`config.mk`:
```
export PLATFORM = sky130hd
export DESIGN_NAME = rx_event_generator
export DESIGN_NICKNAME = d
export VERILOG_FILES = /design/src/rtl/rx_event_generator.sv
export SDC_FILE = /design/constraint.sdc
export NUM_CORES = 1
export LEC_CHECK = 0
export CAP_MARGIN = 20
export CORE_UTILIZATION = 50
export CTS_CLUSTER_SIZE = 30
export DETAILED_ROUTE_END_ITERATION = 8
export GPL_ROUTABILITY_DRIVEN = 0
export GPL_TIMING_DRIVEN = 0
export PLACE_DENSITY = 0.76
export SLEW_MARGIN = 15
export SYNTH_ARGS = -nofsm -noshare
export SYNTH_HDL_FRONTEND = slang
export SYNTH_SLANG_ARGS = --single-unit
```
`constraint.sdc`:
```
create_clock -name clk -period 2.8 [get_ports clk]
set_input_delay 0.84 -clock clk [delete_from_list [all_inputs] [get_ports clk]]
set_output_delay 0.84 -clock clk [all_outputs]
set_load 0.03 [all_outputs]
```
`src/rtl/rx_event_generator.sv`:
```
// Turns a byte stream into rx_interface event pulses (soc, data, error, eoc)
// with a programmable number of idle cycles between consecutive events.
module rx_event_generator #(
  parameter int DATA_WIDTH = 8,
  parameter bit BY_BYTE    = 1'b1,
  parameter int GAP_WIDTH  = 8
) (
  input  logic                  clk,
  input  logic                  rst_n,
  input  logic                  in_valid,
  output logic                  in_ready,
  input  logic [DATA_WIDTH-1:0] in_data,
  input  logic                  in_last,
  input  logic [2:0]            in_bits,
  input  logic                  in_error,
  input  logic [GAP_WIDTH-1:0]  gap_cycles,
  input  logic                  abort,
  output logic                  busy,
  output logic                  soc,
  output logic                  eoc,
  output logic                  error,
  output logic                  data_valid,
  output logic [DATA_WIDTH-1:0] data,
  output logic [2:0]            data_bits
);

  typedef enum logic [2:0] {S_IDLE, S_SOC, S_GAP, S_FETCH, S_DATA, S_ERR, S_EOC} state_t;

  state_t                state_q, state_d;
  state_t                tgt_q, tgt_d;
  logic [GAP_WIDTH-1:0]  gap_q, gap_d;
  logic [GAP_WIDTH-1:0]  cnt_q, cnt_d;
  logic                  last_q, last_d;
  logic                  soc_q, soc_d;
  logic                  eoc_q, eoc_d;
  logic                  err_q, err_d;
  logic                  dv_q, dv_d;
  logic                  busy_q, busy_d;
  logic [DATA_WIDTH-1:0] data_q, data_d;
  logic [2:0]            bits_q, bits_d;

  logic                  fetch_now;
  logic                  hs;
  logic                  partial;
  logic                  emit_pend;
  logic [DATA_WIDTH-1:0] keep_mask;

  // With a zero gap the fetch overlaps the event cycle itself, so back-to-back
  // data events need no dedicated fetch cycle.
  assign fetch_now = (state_q == S_FETCH) ||
                     (((state_q == S_SOC) || (state_q == S_DATA) || (state_q == S_ERR)) &&
                      (tgt_q == S_FETCH) && (gap_q == '0));
  assign in_ready  = fetch_now && !abort;
  assign hs        = in_valid && in_ready;
  assign partial   = BY_BYTE && in_last && (in_bits != 3'd0);
  assign keep_mask = ~({DATA_WIDTH{1'b1}} << in_bits);

  always_comb begin
    state_d   = state_q;
    tgt_d     = tgt_q;
    gap_d     = gap_q;
    cnt_d     = cnt_q;
    last_d    = last_q;
    data_d    = data_q;
    bits_d    = bits_q;
    soc_d     = 1'b0;
    eoc_d     = 1'b0;
    err_d     = 1'b0;
    dv_d      = 1'b0;
    emit_pend = 1'b0;

    case (state_q)
      S_IDLE: begin
        if (in_valid) begin
          state_d = S_SOC;
          soc_d   = 1'b1;
          gap_d   = gap_cycles;
          tgt_d   = S_FETCH;
          last_d  = 1'b0;
        end
      end
      S_SOC, S_DATA, S_ERR: begin
        if (tgt_q == S_FETCH) begin
          if (gap_q == '0) begin
            if (!hs) state_d = S_FETCH;
          end else if (gap_q == GAP_WIDTH'(1)) begin
            state_d = S_FETCH;
          end else begin
            state_d = S_GAP;
            cnt_d   = gap_q - GAP_WIDTH'(1);
          end
        end else if (gap_q == '0) begin
          emit_pend = 1'b1;
        end else begin
          state_d = S_GAP;
          cnt_d   = gap_q;
        end
      end
      S_GAP: begin
        if (cnt_q == GAP_WIDTH'(1)) begin
          if (tgt_q == S_FETCH) state_d = S_FETCH;
          else                  emit_pend = 1'b1;
        end
        cnt_d = cnt_q - GAP_WIDTH'(1);
      end
      S_FETCH: ;
      S_EOC:   state_d = S_IDLE;
      default: state_d = S_IDLE;
    endcase

    if (emit_pend) begin
      if (tgt_q == S_ERR) begin
        state_d = S_ERR;
        err_d   = 1'b1;
        tgt_d   = last_q ? S_EOC : S_FETCH;
      end else begin
        state_d = S_EOC;
        eoc_d   = 1'b1;
      end
    end

    if (hs) begin
      dv_d = 1'b1;
      if (partial) begin
        state_d = S_EOC;
        eoc_d   = 1'b1;
        bits_d  = in_bits;
        data_d  = in_data & keep_mask;
      end else begin
        state_d = S_DATA;
        bits_d  = 3'd0;
        data_d  = in_data;
        last_d  = in_last;
        tgt_d   = in_error ? S_ERR : (in_last ? S_EOC : S_FETCH);
      end
    end

    // Abort overrides everything; in_ready is already low so no byte is taken.
    if (abort && (state_q != S_IDLE)) begin
      state_d = S_EOC;
      eoc_d   = 1'b1;
      err_d   = 1'b1;
      dv_d    = 1'b0;
    end

    busy_d = (state_d != S_IDLE);
  end

  always_ff @(posedge clk or negedge rst_n) begin
    if (!rst_n) begin
      state_q <= S_IDLE;
      tgt_q   <= S_IDLE;
      gap_q   <= '0;
      cnt_q   <= '0;
      last_q  <= 1'b0;
      soc_q   <= 1'b0;
      eoc_q   <= 1'b0;
      err_q   <= 1'b0;
      dv_q    <= 1'b0;
      busy_q  <= 1'b0;
      data_q  <= '0;
      bits_q  <= 3'd0;
    end else begin
      state_q <= state_d;
      tgt_q   <= tgt_d;
      gap_q   <= gap_d;
      cnt_q   <= cnt_d;
      last_q  <= last_d;
      soc_q   <= soc_d;
      eoc_q   <= eoc_d;
      err_q   <= err_d;
      dv_q    <= dv_d;
      busy_q  <= busy_d;
      data_q  <= data_d;
      bits_q  <= bits_d;
    end
  end

  assign soc        = soc_q;
  assign eoc        = eoc_q;
  assign error      = err_q;
  assign data_valid = dv_q;
  assign busy       = busy_q;
  assign data       = data_q;
  assign data_bits  = bits_q;

endmodule

```
Word level (Yosys, flattened, before mapping)
Cells that the tools add are included.
{ "word_totals": {"wordCells": 97, "output_inout_bits": 17, "inputBits": 25, "ff_bits": 39} }
{ "op_classes": {"addsub": 2, "bitwise": 2, "n_mux": 50, "n_eq_ne": 11, "n_reduce_logical": 19, "shifts": 1} }
{ "ops": {"columns": ["cell", "n"], "rows": [
  ["3-bit two-way mux", 18],
  ["8-bit two-way mux", 5],
  ["1-bit two-way mux", 22],
  ["8-bit by 1-bit equality test with 1-bit output (second input constant)", 2],
  ["8-bit one-hot mux with 2 select lines", 1],
  ["8-bit by 1-bit subtractor with 8-bit output (second input constant)", 2],
  ["3-bit one-hot mux with 4 select lines", 1],
  ["3-bit by 2-bit equality test with 1-bit output (second input constant)", 3],
  ["3-bit equality test (second input constant)", 3],
  ["3-bit nonzero test", 3],
  ["8-bit AND", 1],
  ["8-bit zero test", 1],
  ["8-bit NOT", 1],
  ["8-bit by 3-bit left shift with 8-bit output (first input constant)", 1],
  ["1-bit logical AND", 6],
  ["2-bit two-way mux", 2],
  ["3-bit by 1-bit equality test with 1-bit output (second input constant)", 1],
  ["3-bit zero test", 1],
  ["1-bit logical OR", 3],
  ["3-bit inequality test (second input constant)", 1],
  ["3-bit AND reduction", 1],
  ["3-bit OR reduction", 1],
  ["2-bit inequality test (second input constant)", 1],
  ["1-bit one-hot mux with 2 select lines", 1],
  ["other kinds (3)", 3]
]} }

Longest topological paths before layout
{ "logic_depth": {"ltp_word": 11, "ltp_mapped": 9} }

Worst setup path before layout
OpenSTA, ideal clock, no wires.
{ "synth_timing": {"kind": "in2out", "from": "in abort", "to": "out in_ready", "t_arrival_ps": 1501, "setup_slack_ps": 459, "path_stages": 2, "path_cell_list": "nor4bb_1 a32o_1"} }
{ "synth_between": {"elab_chain_cells": 2} }
{ "synth_rtl": {"columns": ["element", "line_no", "text"], "rows": [
  ["start: declaration", "17", "input logic abort,"],
  ["1-bit zero test", "53", "assign in_ready = fetch_now && !abort;"],
  ["1-bit logical AND", "53", null],
  ["end: declaration", "11", "output logic in_ready,"]
]} }
Every way passes these cells.

Worst setup path after layout
Same ends and word-level chain as after synthesis.

==> metrics.md <==
| Metric | Value |
|---|---|
| Status | complete, no violations |
| Die X | 66.5 µm |
| Pwr per Cell Area | 898 nW/µm² |
| R2R Path End | cnt_q[0] |
| Crit-path max FO | 3 |
| Largest net degree at the start of global routing | 24 |
| Clock transition at the registers of the reported paths | 0.08 ns |
| Syn Area/Cell | 9.37 µm² |
| Ys async rst share | 100% |
| Final ANT Viol Nets | 0 |
| Fin Hold WS | 0.474 ns |
| R2R depth | 6 |
| Syn nets | 252 |
| Post-Syn Area | 2080 µm² |
| Initial DRC Count | 127 |
| Area after DPL | 2570 µm² |
| Vias per inst | 5.57 |
| Fin crit share | 93.5% |
| Hold Crit Class | input port to asynchronous set/reset pin |
| DRC viols | 0 |
| Worst-Margin Slew | 0.700 ns |
| Setup crit start kind | input port |
| Post-synthesis sequential element count | 39 |
| Final hold vios | 0 |
| Leading area contributor after synthesis | dfrtp_1 |
| P_leak | 0.00120 µW |
| Setup total negative slack | 0 ns |
| Gr ovfl total | 0 |
| CP Cell Sequence | dlygate4sd2_1 -> nor4bb_2 -> a32o_2 -> buf_6 |
| Top_reg_cell synth | dfrtp_1 |
| Ranking of synthesized cells by area | dfrtp_1 47%, nand2_1 6.7%, nand3_1 3.9% |
| Post-Synthesis Cells | 222 |
| All-layer global routing usage | 24.1% |
| Origin of the worst setup path | abort |
| CTS tree | built |
| DP Cell Count | 314 |
| Worst EP arrival | 1.78 ns |
| Area Growth Syn to Fin | 31.4% |
| Slowest stage delay, CP | 0.36 ns |
| Slew Viols, Final | 0 |
| Unrepaired setup endpoints after global routing | no |
| H-tree depth | 2 |
| PnR worst setup slack | 0.183 ns |
| Nets | 302 |
| Fin crit period | 2.62 ns |
| Kind of critical path | input port to primary output |
| Slowest-stage cell, CP | nor4bb_2 |
| Top post-synthesis cells by count | 39 x dfrtp_1, 37 x nand2_1, 16 x nand3_1, 15 x o21ai_0 |
| Cts hold-fix bufs | 0 |
| CTS Buf Count | 5 |
| CTS sink cnt | 39 |
| Worst slew margin | 52.9% |
| Worst path required time | 1.96 ns |
| Cell Rows | 23 |
| Count of flip-flops with a built-in enable after synthesis | 0 |
| First drt pass iteration count | 4 |
| Crit end category | primary output |
| Core Box Area | 4000 µm² |
| Share of cells above drive strength 1 | 11.4% |
| Final Non-Filler Cells | 323 |
| Routed WL | 4.56 mm |
| Clock root buffer | clkbuf_8 |
| Synth unique cells | 48 |
| I/O pins | 42 |
| Initial Utilization | 52.0% |
| Max Freq | 0.382 GHz |
| Clock Path Buffers | 2 |
| First-pass GRT wire length | 8.06 mm |
| Worst Clk Skew | 0.00907 ns |
| Maxcap violations | 0 |
| Maximum vdd drop | 0.000625 V |
| Top-count cell post-synth | dfrtp_1 |
| Clk_lat worst skew | 0.30 ns |
| Endpoints failing setup | 0 |
| Port Buffers | 41 |
| DR vias | 1800 |
| DIE AREA | 4420 µm² |
| Antenna violations before repair | 0 |
| Vias in the first global route | 1792 |
| Setup crit end | in_ready |
| Drt wl/cell | 14.1 µm |
| R2R Path Start | gap_q[5] |
| DIE HEIGHT | 66.5 µm |
| Ant diodes | 0 |
| Register area share after synthesis | 46.9% |
| Reg-to-reg slack, setup | 0.49 ns |
| Synth warn | 0 |
| Post-DP HPWL | 3.34 mm |
| Post-synth top area share | 46.9% |
| Design area | 2730 µm² |
| Pre-CTS setup slack | -0.579 ns |
[state kept, by name, indices dropped and copies added (netlist names), 3 cells and up]
| register | flops |
|---|---|
| data | 8 |
| gap_q | 8 |
| cnt_q | 8 |
| data_bits | 3 |
| state_q | 3 |
| tgt_q | 3 |
[layout by cell type, fill, tap and decap left out, types with 6 or more instances in the layout]
cell / synthesis / layout
nand3_1: 16 / 16
xnor2_1: 7 / 7
clkdlybuf4s50_1: 0 / 38
inv_1: 8 / 8
mux2_2: 6 / 6
nor3_1: 7 / 7
o21ai_0: 15 / 15
a21oi_1: 8 / 8
nand2_1: 37 / 37
clkbuf_1: 7 / 7
dfrtp_1: 39 / 39
nor2_1: 8 / 8
[layout make-up]
| type | instances | area [µm²] |
|---|---|---|
| plain buffers | 10 | 41.3 |
| multi-input cells | 165 | 1050 |
| flip-flops and latches | 39 | 976 |
| clock buffers | 5 | 68.8 |
| fillers | 309 | 1270 |
| repair buffers | 43 | 440 |
| clock inverters | 3 | 67.6 |
| well taps | 50 | 62.6 |
| inverters | 8 | 30.0 |
[routing by layer]
| metal | share of wire, % | track usage (%) | up-vias |
|---|---|---|---|
| met5 | 0 | 0 | - |
| met3 | 4.4 | 4.97 | 8 |
| li1 | - | - | 889 |
| met4 | 1.4 | 7.98 | 0 |
| met1 | 47 | 33.0 | 864 |
| met2 | 47 | 38.1 | 39 |
[worst min path at each step]
stage / start / to / cells after the start
2_1_floorplan: gap_q[7] / gap_q[7] / 1
3_3_place_gp: data[7] / data[7] / 2
3_5_place_dp: data_bits[1] / data_bits[1] / 2
4_1_cts: data_bits[1] / data_bits[1] / 2
5_1_grt: rst_n / cnt_q[4] / 1
6_report: rst_n / cnt_q[4] / 1
[power by group]
part | internal, µW | switching, µW
Combinational | 444 | 513
Sequential | 749 | 188
Clock | 355 | 204
[cells by family (layout without fill, tap and decap cells)]
| logic type | Yosys count | after routing | synth area share, % |
|---|---|---|---|
| buf+inv | 18 | 69 | 3.43 |
| flops | 39 | 39 | 46.9 |
| mux | 8 | 8 | 4.21 |
| xor+xnor | 10 | 10 | 4.21 |
| compound gates | 47 | 47 | 15.1 |
| simple gates | 95 | 95 | 23.1 |
| fa+ha+maj | 5 | 5 | 3.01 |
[stage by stage]
| step | util, % | power (µW) |
|---|---|---|
| final | 68.3 | 2450 |
| after global placement | 63.8 | 1850 |
| after CTS | 68.2 | 2450 |
| after floorplan | - | 1550 |
| after global routing | 68.3 | 2620 |
| after detailed placement | 64.4 | 1880 |
[critical path, delay by kind of cell]
family                 cells  cell delay (ns)
AND/OR/NAND/NOR            1             0.36
AO/OA/AOI/OAI              1             0.19
buffers and inverters      2             0.39
[timing repair]
action	CTS	global route
buffers inserted	1	0
resized for setup	10	1
setup endpoints to repair	1	1
pin swaps	2	0
gates cloned	0	0
(Power assumes the default switching activity.)
